**src/rtl/xadc_ascii_pkg.sv**
```systemverilog
// xadc_ascii_pkg: shared FSM encoding, ASCII constants and digit formatting.
// Define XADC_ASCII_BLANK_EN to render leading zero digits as spaces.
package xadc_ascii_pkg;
  typedef enum logic [1:0] {IDLE, SCALE, CONVERT, WRITE} state_t;
  localparam logic [7:0] ASCII_ZERO = 8'h30;
  localparam logic [7:0] ASCII_SPACE = 8'h20;
  localparam int BCD_DIGITS = 4;
  localparam int CONV_CYCLES = 14;
`ifdef XADC_ASCII_BLANK_EN
  localparam logic [31:0] DOUT_RST = 32'h20202030;
`else
  localparam logic [31:0] DOUT_RST = 32'h30303030;
`endif
  function automatic logic [31:0] bcd2ascii(input logic [15:0] bcd);
    logic [31:0] a;
`ifdef XADC_ASCII_BLANK_EN
    logic lead;
    lead = 1'b1;
`endif
    a = '0;
    for (int i = BCD_DIGITS - 1; i >= 0; i--) begin
      a[8*i+:8] = ASCII_ZERO + {4'h0, bcd[4*i+:4]};
`ifdef XADC_ASCII_BLANK_EN
      // the units digit is never blanked, so a zero reading still shows "0"
      if (lead && i > 0 && bcd[4*i+:4] == 4'h0) a[8*i+:8] = ASCII_SPACE;
      else lead = 1'b0;
`endif
    end
    return a;
  endfunction
endpackage

```
**src/rtl/bin2bcd_seq.sv**
```systemverilog
// bin2bcd_seq: sequential double-dabble, one bit per cycle, MSB first.
import xadc_ascii_pkg::*;
module bin2bcd_seq (
  input  logic        clk,
  input  logic        rst,
  input  logic        i_start,
  input  logic [13:0] i_bin,
  output logic        o_done,
  output logic [15:0] o_bcd
);
  logic [13:0] r_sh;
  logic [15:0] r_bcd;
  logic [3:0]  r_cnt;
  logic        r_busy;
  logic [15:0] w_adj;
  logic [29:0] w_shift;
  for (genvar d = 0; d < BCD_DIGITS; d++) begin : g_adj
    assign w_adj[4*d+:4] = r_bcd[4*d+:4] >= 4'd5 ? r_bcd[4*d+:4] + 4'd3 : r_bcd[4*d+:4];
  end
  assign w_shift = {w_adj, r_sh} << 1;
  // o_done marks the cycle whose closing edge performs the final shift
  assign o_done = r_busy && r_cnt == 4'd1;
  assign o_bcd = r_bcd;
  always_ff @(posedge clk) begin
    if (rst) begin
      r_sh <= '0;
      r_bcd <= '0;
      r_cnt <= '0;
      r_busy <= 1'b0;
    end else if (i_start) begin
      r_sh <= i_bin;
      r_bcd <= '0;
      r_cnt <= 4'(CONV_CYCLES);
      r_busy <= 1'b1;
    end else if (r_busy) begin
      r_bcd <= w_shift[29:14];
      r_sh <= w_shift[13:0];
      r_cnt <= r_cnt - 4'd1;
      r_busy <= r_cnt != 4'd1;
    end
  end
endmodule

```
**src/rtl/xadc_ascii_fmt.sv**
```systemverilog
// xadc_ascii_fmt: scales XADC codes to millivolts and writes 4-char ASCII per channel.
// Define XADC_ASCII_BLANK_EN to blank leading zeros.
import xadc_ascii_pkg::*;
module xadc_ascii_fmt #(
  parameter int FULL_SCALE_MV = 1000
) (
  input  logic        CLK100MHZ,
  input  logic        RST,
  input  logic        sample_valid,
  input  logic [1:0]  sample_ch,
  input  logic [11:0] sample_data,
  output logic        sample_ready,
  output logic [31:0] dout0,
  output logic [31:0] dout1,
  output logic [31:0] dout2,
  output logic [31:0] dout3,
  output logic        update
);
  state_t      r_state, w_next;
  logic [1:0]  r_ch;
  logic [11:0] r_data;
  logic [31:0] r_dout [4];
  logic        r_update;
  logic [25:0] w_prod;
  logic [13:0] w_mv;
  logic        w_done;
  logic [15:0] w_bcd;
  assign w_prod = 26'(r_data) * 26'(FULL_SCALE_MV);
  assign w_mv = 14'(w_prod >> 12);
  bin2bcd_seq u_bcd (
    .clk    (CLK100MHZ),
    .rst    (RST),
    .i_start(r_state == SCALE),
    .i_bin  (w_mv),
    .o_done (w_done),
    .o_bcd  (w_bcd)
  );
  always_comb begin
    w_next = r_state == IDLE    ? (sample_valid ? SCALE : IDLE) :
             r_state == SCALE   ? CONVERT :
             r_state == CONVERT ? (w_done ? WRITE : CONVERT) : IDLE;
    sample_ready = r_state == IDLE;
  end
  always_ff @(posedge CLK100MHZ) begin
    if (RST) r_state <= IDLE;
    else r_state <= w_next;
  end
  always_ff @(posedge CLK100MHZ) begin
    if (RST) begin
      r_ch <= '0;
      r_data <= '0;
      r_update <= 1'b0;
      for (int i = 0; i < 4; i++) r_dout[i] <= DOUT_RST;
    end else begin
      r_update <= r_state == WRITE;
      if (sample_valid && sample_ready) begin
        r_ch <= sample_ch;
        r_data <= sample_data;
      end
      if (r_state == WRITE) r_dout[r_ch] <= bcd2ascii(w_bcd);
    end
  end
  assign dout0 = r_dout[0];
  assign dout1 = r_dout[1];
  assign dout2 = r_dout[2];
  assign dout3 = r_dout[3];
  assign update = r_update;
endmodule

```
**config.mk**
```make
export PLATFORM = sky130hd
export DESIGN_NAME = xadc_ascii_fmt
export DESIGN_NICKNAME = d
export VERILOG_FILES = /design/src/rtl/xadc_ascii_pkg.sv /design/src/rtl/bin2bcd_seq.sv /design/src/rtl/xadc_ascii_fmt.sv
export SDC_FILE = /design/constraint.sdc
export NUM_CORES = 1
export LEC_CHECK = 0
export ABC_AREA = 1
export BUFFER_PORTS_ARGS = -buffer_cell sky130_fd_sc_hd__buf_2
export CAP_MARGIN = 0
export CORE_ASPECT_RATIO = 0.75
export CORE_MARGIN = 2
export CORE_UTILIZATION = 35
export CTS_CLUSTER_DIAMETER = 50
export DETAILED_ROUTE_END_ITERATION = 10
export GPL_TIMING_DRIVEN = 0
export PLACE_DENSITY = 0.63
export REMOVE_ABC_BUFFERS = 1
export SYNTH_ARGS = -nofsm -noshare
export SYNTH_HDL_FRONTEND = slang
export SYNTH_SLANG_ARGS = --single-unit
```
**constraint.sdc**
```tcl
create_clock -name CLK100MHZ -period 4.1 [get_ports CLK100MHZ]
set_input_delay 1.23 -clock CLK100MHZ [delete_from_list [all_inputs] [get_ports CLK100MHZ]]
set_output_delay 1.23 -clock CLK100MHZ [all_outputs]
set_load 0.01 [all_outputs]
```
==> Yosys cells after proc, flatten, opt, wreduce, memory -nomap -nowiden <==
Memories as Yosys holds them, arrays and structs flattened.
Index checks and enable logic that the tools add are counted.
{ "totals": {"regBits": 52, "ram_bits": 112, "elab_cells": 59, "mem_count": 1} }
{ "op_classes": {"n_addsub": 9, "mul": 1, "magnitude_cmp": 4, "n_eq_ne": 5, "muxes": 23, "reduce_logical": 6} }
{ "memory_table": {"columns": ["name", "depth", "word_bits", "rd", "rd_ports_with_merged_regs", "write_ports", "line", "text"], "rows": [
  ["r_dout", 4, 28, 4, 0, 4, "xadc_ascii_fmt.sv:22", "logic [31:0] r_dout [4];"]
]} }
{ "op_table": {"columns": ["operator", "n"], "rows": [
  ["adder 6 x 4 -> 7 bit, first input constant", 4],
  ["2-to-1 mux 28 bit", 1],
  ["OR reduction 28 bit", 1],
  ["2-to-1 mux 10 bit", 2],
  ["2-to-1 mux 4 bit", 5],
  ["multiplier 12 x 7 -> 19 bit, second input constant", 1],
  [">= comparator 4 x 3 -> 1 bit, second input constant", 4],
  ["adder 4 x 2 -> 4 bit, second input constant", 3],
  ["2-to-1 mux 1 bit", 10],
  ["2-to-1 mux 2 bit", 4],
  ["== test 2 bit, second input constant", 2],
  ["== test 4 x 1 -> 1 bit, second input constant", 1],
  ["inequality test 4 x 1 -> 1 bit, second input constant", 1],
  ["subtractor 4 x 1 -> 4 bit, second input constant", 1],
  ["adder 3 x 2 -> 3 bit, second input constant", 1],
  ["2-to-1 mux 3 bit", 1],
  ["== test 2 x 1 -> 1 bit, second input constant", 1],
  ["logical AND 1 bit", 2],
  ["logical NOT 2 bit", 1],
  ["nonzero test 2 bit", 1],
  ["OR reduction 2 bit", 1]
]} }

==> Logic depth before layout (Yosys ltp) <==
Gate-level depths: netlist of run 1.
{ "logic_depth": {"ltp_word": 6, "mapped_depth": 19} }

==> Cells and area by module <==
A second synthesis of run 1 with hierarchy kept.
{ "hier_totals": {"hier_cells": 848, "hier_area_um2": 7487.2} }
{ "by_module_without_submodules": {"columns": ["module", "instances", "cells_each", "area_per_inst_um2", "seq_area_each_um2"], "rows": [
  ["xadc_ascii_fmt", 1, 590, 5602.9, 2262.2],
  ["bin2bcd_seq", 1, 258, 1884.3, 700.7]
]} }

==> Least setup slack after synthesis of run 1 <==
OpenSTA, ideal clock, no wires.
{ "synth_path": {"kind": "reg-to-reg", "start": "register r_data[5]", "end": "register u_bcd.r_sh[8]", "setup_ns": 0.067, "arrival_time_ns": 3.644, "path_slack_ns": 0.388, "stages_incl_launch_ff": 19, "cell_sequence": "dfxtp_1 > inv_1 > fa_1 > fa_1 > inv_1 > fa_1 > inv_1 > fa_1 > inv_1 > ha_1 > nand2_2 > inv_2 > nand2_1 > nand2_1 > a21oi_1 > nand2_1 > nand2_1 > nand3_2 > a21oi_2"} }
{ "synth_between": {"elab_chain_len": 2} }
{ "synth_rtl": {"columns": ["item", "line", "text"], "rows": [
  ["start, declared", "xadc_ascii_fmt.sv:21", "logic [11:0] r_data;"],
  ["start signal, assigned", "xadc_ascii_fmt.sv:58", "r_data <= sample_data;"],
  ["multiplier 12 x 7 -> 19 bit", "xadc_ascii_fmt.sv:28", "assign w_prod = 26'(r_data) * 26'(FULL_SCALE_MV);"],
  ["2-to-1 mux 10 bit", "bin2bcd_seq.sv:30", "end else if (i_start) begin"],
  ["end signal, assigned", "bin2bcd_seq.sv:31", "r_sh <= i_bin;"],
  ["end signal, assigned", "bin2bcd_seq.sv:37", "r_sh <= w_shift[13:0];"],
  ["end, declared", "bin2bcd_seq.sv:11", "logic [13:0] r_sh;"]
]} }
No other way between the ends.
A chain may end at the register's enable or synchronous reset.

==> Worst setup path in the final report of run 1 <==
{ "layout_path": {"start": "register r_data[5]", "end": "register u_bcd.r_sh[9]"} }
The elaborated chain is that of the path after synthesis.

==> metrics.md, run 1 <==
| Metric | Value |
|---|---|
| Layout net count | `approximately 1000` |
| I/O pin total | `147` |
| Initial DRC Count | `about 270` |
| Status | `finished clean` |
| CTS root buffer | `clkbuf_16` |
| RSZ-0062 raised after global routing | `yes` |
| Maximum vdd ir drop | `0.0003686 V` |
| PwrDens | `519.4 nW/µm²` |
| PortBufs | `around 80` |
| Hold buffer count at CTS | `0` |
| First-pass GRT wire length | `approximately 24 mm` |
| First-pass DRT Iterations | `5` |
| Final hold vios | `0` |
| Final ANT Viol Nets | `0` |
| Avg Inst Size Synth | `about 9.0 µm²` |
| Final core utilization | `41.39%` |
| CTS tree | `done` |
| Clock Skew | `around 0.012 ns` |
| CTS Buffer Depth | `2` |
| Pins Over Slew Limit | `0` |
| Post-synth top area share | `about a quarter` |
| WL/cell | `between 10 and 15 µm` |
| Routed WL | `14.57 mm` |
| Synth top area cells | `edfxtp_1 (26%), dfxtp_1 (14%), fa_1 (10%)` |
| Final Total Pwr | `between 4000 and 5000 µW` |
| Part of the Yosys area used for sequential elements | `approximately 40%` |
| Ys Warns | `0` |
| Yosys top cell by area | `edfxtp_1` |
| Post-DP HPWL | `10.73 mm` |
| Share of cells above drive strength 1 | `between 10% and 20%` |
| Crit. End Element | `flip-flop` |
| Setup crit start kind | `flip-flop` |
| Die Span X | `around 170 µm` |
| Clk slew on worst S/H paths | `approximately 0.06 ns` |
| Worst skew pair latency | `0.41 ns` |
| Vias in the first global route | `4878` |
| # diodes | `0` |
| Mapped Area | `~7300 µm²` |
| Worst slew pin tran | `0.9565 ns` |
| Initial Util | `a little over a third` |
| Synthesis-to-finish area growth | `15.30%` |
| Clock sinks | `116` |
| Num rows | `45` |
| Number of buffers created by CTS | `17` |
| Fin crit share | `a little over nine tenths` |
| H-tree levels | `4` |
| Filler instances | `~2000` |
| Slew HR | `a little over a third` |
| GP Congestion | `between 0.8 and 0.9` |
| Worst setup path category | `flip-flop to flip-flop` |
| Post-route minimum period | `a little under 4 ns` |
| Global route overflow | `0` |
| Core footprint | `20380 µm²` |
| Max-Cap Viols | `0` |
| Via count | `5137` |
| CP arrival | `4.23 ns` |
| Seq cells post-synth | `around 120` |
| DIE AREA | `around 22000 µm²` |
| Antenna violations before repair | `0` |
| WP data required | `4.44 ns` |
| Remaining DRCs | `0` |
| Cells on worst reg2reg path | `18` |
| Maximum fanout along the worst path | `5` |
| Hold depth | `2` |
| Vert. Die Dim | `~130 µm` |
| Total global-route track usage | `between 10% and 20%` |
| Leakage | `about 0.004 µW` |
| Worst hold path class | `flip-flop to flip-flop` |
| Post-synth cell types | `35` |
| Final setup vio count | `0` |
| Largest net degree at the start of global routing | `29` |
| Vias per Instance | `about 4.3` |
| Fmax | `around 260 MHz` |
| Cells after Synth | `a little over 800` |
critical path, cell delays in order (launching register included):
cell     delay (ns)
dfxtp_2        0.36
inv_4          0.07
fa_1           0.50
fa_1           0.51
inv_1          0.05
fa_1           0.50
inv_1          0.05
fa_1           0.49
inv_1          0.05
ha_2           0.32
nand2_1        0.09
nand2_2        0.09
a21oi_4        0.17
nor2_1         0.08
nor2_2         0.10
nand2_1        0.07
nand2_1        0.07
nand3_2        0.08
a21oi_2        0.18
routing by layer:
metal  vias to the layer above  wire [µm]  track usage, %
met5                         -          0               0
met4                         0        127           4.387
met3                         9        727           3.115
met2                       124       6219           20.84
met1                      2389       7497           19.68
li1                       2615          -               -
flip-flops by register name, indices dropped and copies added, names as in the netlist:
register and cells:
u_bcd.r_cnt 4, r_ch 2, r_dout 64, u_bcd.r_sh 14
u_bcd.o_bcd 16, r_data 12, r_state 2, update 1
u_bcd.r_busy 1
cells in the mapped netlist (all sizes together):
cell,instances
nand3,37
dfxtp,52
nor3,3
nor2,90
xor2,10
inv,158
ha,57
and2,1
a221oi,1
o211ai,1
a31oi,1
clkbuf,8
edfxtp,64
nand4,1
nand2,115
o22ai,6
or2,1
conb,2
o21ai,44
fa,37
buf,72
nand3b,1
a21oi,53
o21bai,1
clkinv,1
cell families (layout without fill, tap and decap cells):
group | count (synthesis) | count (layout) | share of synthesized area [%]
other | 2 | 64 | 0.1026
AO/OA/AOI/OAI | 107 | 107 | 7.764
flip-flops | 116 | 116 | 40.49
AND/OR/NAND/NOR | 249 | 249 | 14.71
buffers and inverters | 239 | 273 | 15.87
XOR/XNOR | 10 | 10 | 1.197
adder cells (fa/ha/maj) | 94 | 94 | 19.87
final timing paths:
kind	from	end	slack [ns]
setup / recovery	r_data[5]	u_bcd.r_sh[9]	0.21
hold / removal	u_bcd.r_sh[13]	u_bcd.r_sh[13]	0.45
setup reg to reg	r_data[5]	u_bcd.r_sh[9]	0.21
hold reg to reg	u_bcd.r_sh[13]	u_bcd.r_sh[13]	0.45
where the power goes:
group          leakage, µW  total, µW  internal [µW]  switching, µW
logic              0.00258       1460            519            943
registers          0.00109       1340           1290           44.0
clock network     0.000315       1580            990            595
layout by cell type, fill, tap and decap left out, types with 5 or more instances in the layout:
cell type  instances
inv_1            139
nand2_1          104
nor2_1            84
buf_2             82
conb_1            64
edfxtp_1          64
ha_1              55
a21oi_1           48
dfxtp_1           44
o21ai_0           39
fa_1              37
nand3_1           33
clkbuf_16         17
inv_2             16
nand2_2           10
xor2_1            10
dfxtp_2            8
o22ai_1            6
inv_8              6
nor2_2             5
o21ai_1            5
timing repair:
action | 4_1_cts | 5_1_grt
gates resized for setup | 3 | 21
pin swaps | 0 | 2
buffers inserted | 0 | 0
endpoints found under the setup margin | 3 | 9
area by class of cell:
cell class,instances,area (µm²),area share [%]
multi-input combinational,524,3461,41.02
sequential,116,2973,35.24
inverter,159,604.3,7.163
clock buffer,17,425.4,5.042
timing repair buffer,82,410.4,4.864
tap,282,352.8,4.182
clock inverter,15,210.2,2.491
per-stage QoR:
step	std cells	worst slack (ns)	hold WS, ns	instance area (µm²)	TNS (ns)
after global routing	1195	-0.009711	0.4706	8437	-0.009711
after global placement	1163	-0.02045	0.4450	7749	-0.02045
after detailed placement	1163	-0.05657	0.4489	7749	-0.09826
after CTS	1195	0.02380	0.4527	8384	0
after floorplan	799	0.3667	0.4291	6985	0
final	1195	0.2098	0.4508	8437	0
Power figures use the tool's default switching activity.
==> run 2, diff against run 1 <==
--- a/config.mk
+++ b/config.mk
@@ -8,7 +8,6 @@
 export ABC_AREA = 1
 export BUFFER_PORTS_ARGS = -buffer_cell sky130_fd_sc_hd__buf_2
 export CAP_MARGIN = 0
-export CORE_ASPECT_RATIO = 0.75
 export CORE_MARGIN = 2
 export CORE_UTILIZATION = 35
 export CTS_CLUSTER_DIAMETER = 50
==> constraint.sdc (replaced) <==
create_clock -name CLK100MHZ -period 4.94 [get_ports CLK100MHZ]
set_input_delay 1.482 -clock CLK100MHZ [delete_from_list [all_inputs] [get_ports CLK100MHZ]]
set_output_delay 1.482 -clock CLK100MHZ [all_outputs]
set_load 0.01 [all_outputs]
==> metrics.md, run 2 (same netlist as run 1, synthesis figures left out) <==
| Metric | Value |
|---|---|
| Total negative setup slack | `0 ns` |
| Vias per Instance | `between 4 and 5` |
| Global route overflow | `0` |
| H-tree levels | `4` |
| Total global-route track usage | `between 10 and 15%` |
| PwrDens | `426.2 nW/µm²` |
| Routed WL | `approximately 14 mm` |
| Register with the most flip-flops | `r_dout` |
| Num rows | `52` |
| Final hold vios | `0` |
| Clock sinks | `116` |
| Post-route minimum period | `a little over 4 ns` |
| Antenna violations before repair | `0` |
| PortBufs | `slightly above 80` |
| Clock Skew | `about 0.011 ns` |
| Crit path cell chain | `inv_1, fa_1, fa_1, inv_1, fa_1, inv_1, fa_1, inv_1, ha_1, nand2_1, nand2_2, a21oi_2, nor2_1, nor2_2, nand2_1, nand2_1, nand3_1, a21oi_1` |
| Internal power | `between 2000 and 2500 µW` |
| Post_cts resized | `0` |
| Post-DP HPWL | `slightly above 10 mm` |
| Maximum vdd ir drop | `about 0.00021 V` |
| Max-Cap Viols | `0` |
| Setup crit start kind | `flip-flop` |
| Via count | `between 5000 and 6000` |
| Most frequent cells in the layout | `inv_1 (144), nand2_1 (105), nor2_1 (84)` |
| Status | `finished clean` |
| Sw frac | `36.62%` |
| Worst slew pin tran | `between 0.9 and 1 ns` |
| Worst skew pair latency | `between 0.4 and 0.5 ns` |
| Clk slew on worst S/H paths | `around 0.060 ns` |
| Post-CTS Setup Inserts | `0` |
| Synthesis-to-finish area growth | `14.04%` |
| CP arrival | `4.50 ns` |
| Power share of the clock group | `around 36%` |
| Slew HR | `between 30% and 40%` |
| Switch Pwr | `1303 µW` |
| Initial Util | `between 30% and 40%` |
| Final ANT Viol Nets | `0` |
| Fin crit share | `84.08%` |
| Leakage | `a little under 0.004 µW` |
| Final core utilization | `approximately two fifths` |
| Layout net count | `about 1000` |
| Final setup vio count | `0` |
| Worst hold path class | `flip-flop to flip-flop` |
| Comb power frac | `between 30% and 40%` |
| Largest net degree at the start of global routing | `29` |
| Commonest non-fill, non-tap cell in the layout | `inv_1` |
| Number of buffers created by CTS | `17` |
| Part of the power in registers | `between 30% and 40%` |
| Cell family with most CP delay | `adder cells` |
| Worst setup path category | `flip-flop to flip-flop` |
| Die Span X | `~150 µm` |
| Vias in the first global route | `roughly 5000` |
| First-pass GRT wire length | `~24 mm` |
| Critical Path Max Stage Delay | `between 0.5 and 0.6 ns` |
| RSZ-0062 raised after global routing | `no` |
| First-pass DRT Iterations | `5` |
| CP max stage cell | `fa_1` |
| Core footprint | `20360 µm²` |
| WL/cell | `11.89 µm` |
| Remaining DRCs | `0` |
| Largest register FFs | `64` |
| Crit. End Element | `flip-flop` |
| DIE AREA | `22080 µm²` |
| Share of cells above drive strength 1 | `16.87%` |
| I/O pin total | `147` |
| Fmax | `~240 MHz` |
| Hold buffer count at CTS | `0` |
| Initial DRC Count | `roughly 260` |
| CTS root buffer | `clkbuf_16` |
| Pins Over Slew Limit | `0` |
| Maximum fanout along the worst path | `5` |
| WP data required | `5.29 ns` |
| WP buf/inv | `4` |
| Vert. Die Dim | `between 100 and 150 µm` |
| CTS Buffer Depth | `2` |
| CTS tree | `done` |
| GP Congestion | `between 0.7 and 0.8` |
| # diodes | `0` |
-- run 2: cell count changes in the layout (fill, tap and decap cells not counted), sizes merged --
cell | before | now
bufinv | 3 | 2
clkinvlp | 0 | 1
-- run 2: power groups by stage --
stage	registers [µW]	clock network, µW	logic [µW]
6_report	1110	1280	1170
5_1_grt	1110	1360	1370
4_1_cts	1110	1310	1180
3_5_place_dp	1130	0	1170
3_3_place_gp	1120	0	1150
2_1_floorplan	1130	0	927
-- run 2: worst paths after layout --
path,startpoint,end,slack (ns),depth (start not counted)
min,u_bcd.o_bcd[15],u_bcd.o_bcd[15],0.46,2
min reg2reg,u_bcd.o_bcd[15],u_bcd.o_bcd[15],0.46,2
max reg2reg,r_data[5],u_bcd.r_sh[9],0.79,18
max,r_data[5],u_bcd.r_sh[9],0.79,18
-- run 2: metrics by stage --
step | hold slack (ns) | setup slack, ns | cell area, µm² | cells | power [µW]
floorplan | 0.4291 | 1.207 | 6985 | 799 | 2054
global placement | 0.4465 | 0.8236 | 7734 | 1151 | 2275
detailed placement | 0.4508 | 0.7874 | 7734 | 1151 | 2295
CTS | 0.4619 | 0.7700 | 8344 | 1183 | 3592
global route | 0.4744 | 0.4774 | 8344 | 1183 | 3843
finish | 0.4608 | 0.7863 | 8344 | 1183 | 3557
-- run 2: final cells by class --
cell class	instances	area, µm²
tap	270	337.8
clock buffer	17	425.4
inverter	159	596.8
clock inverter	15	185.2
sequential	116	2963
fill	2013	12020
timing repair buffer	82	410.4
multi-input combinational	524	3426
-- run 2: routing by layer --
| metal | share of wire (%) | wire length [µm] | track usage [%] | up-vias |
|---|---|---|---|---|
| met5 | 0 | 0 | 0 | - |
| met4 | 0.94 | 132 | 3.333 | 0 |
| met3 | 5.8 | 815 | 3.466 | 10 |
| met2 | 47 | 6554 | 22.15 | 140 |
| met1 | 47 | 6559 | 17.70 | 2367 |
| li1 | - | - | - | 2611 |
-- run 2: tightest hold or removal path, stage by stage, from the launching register on --
cell,delay [ns]
dfxtp_1,0.31
nand2_1,0.06
a21oi_1,0.05
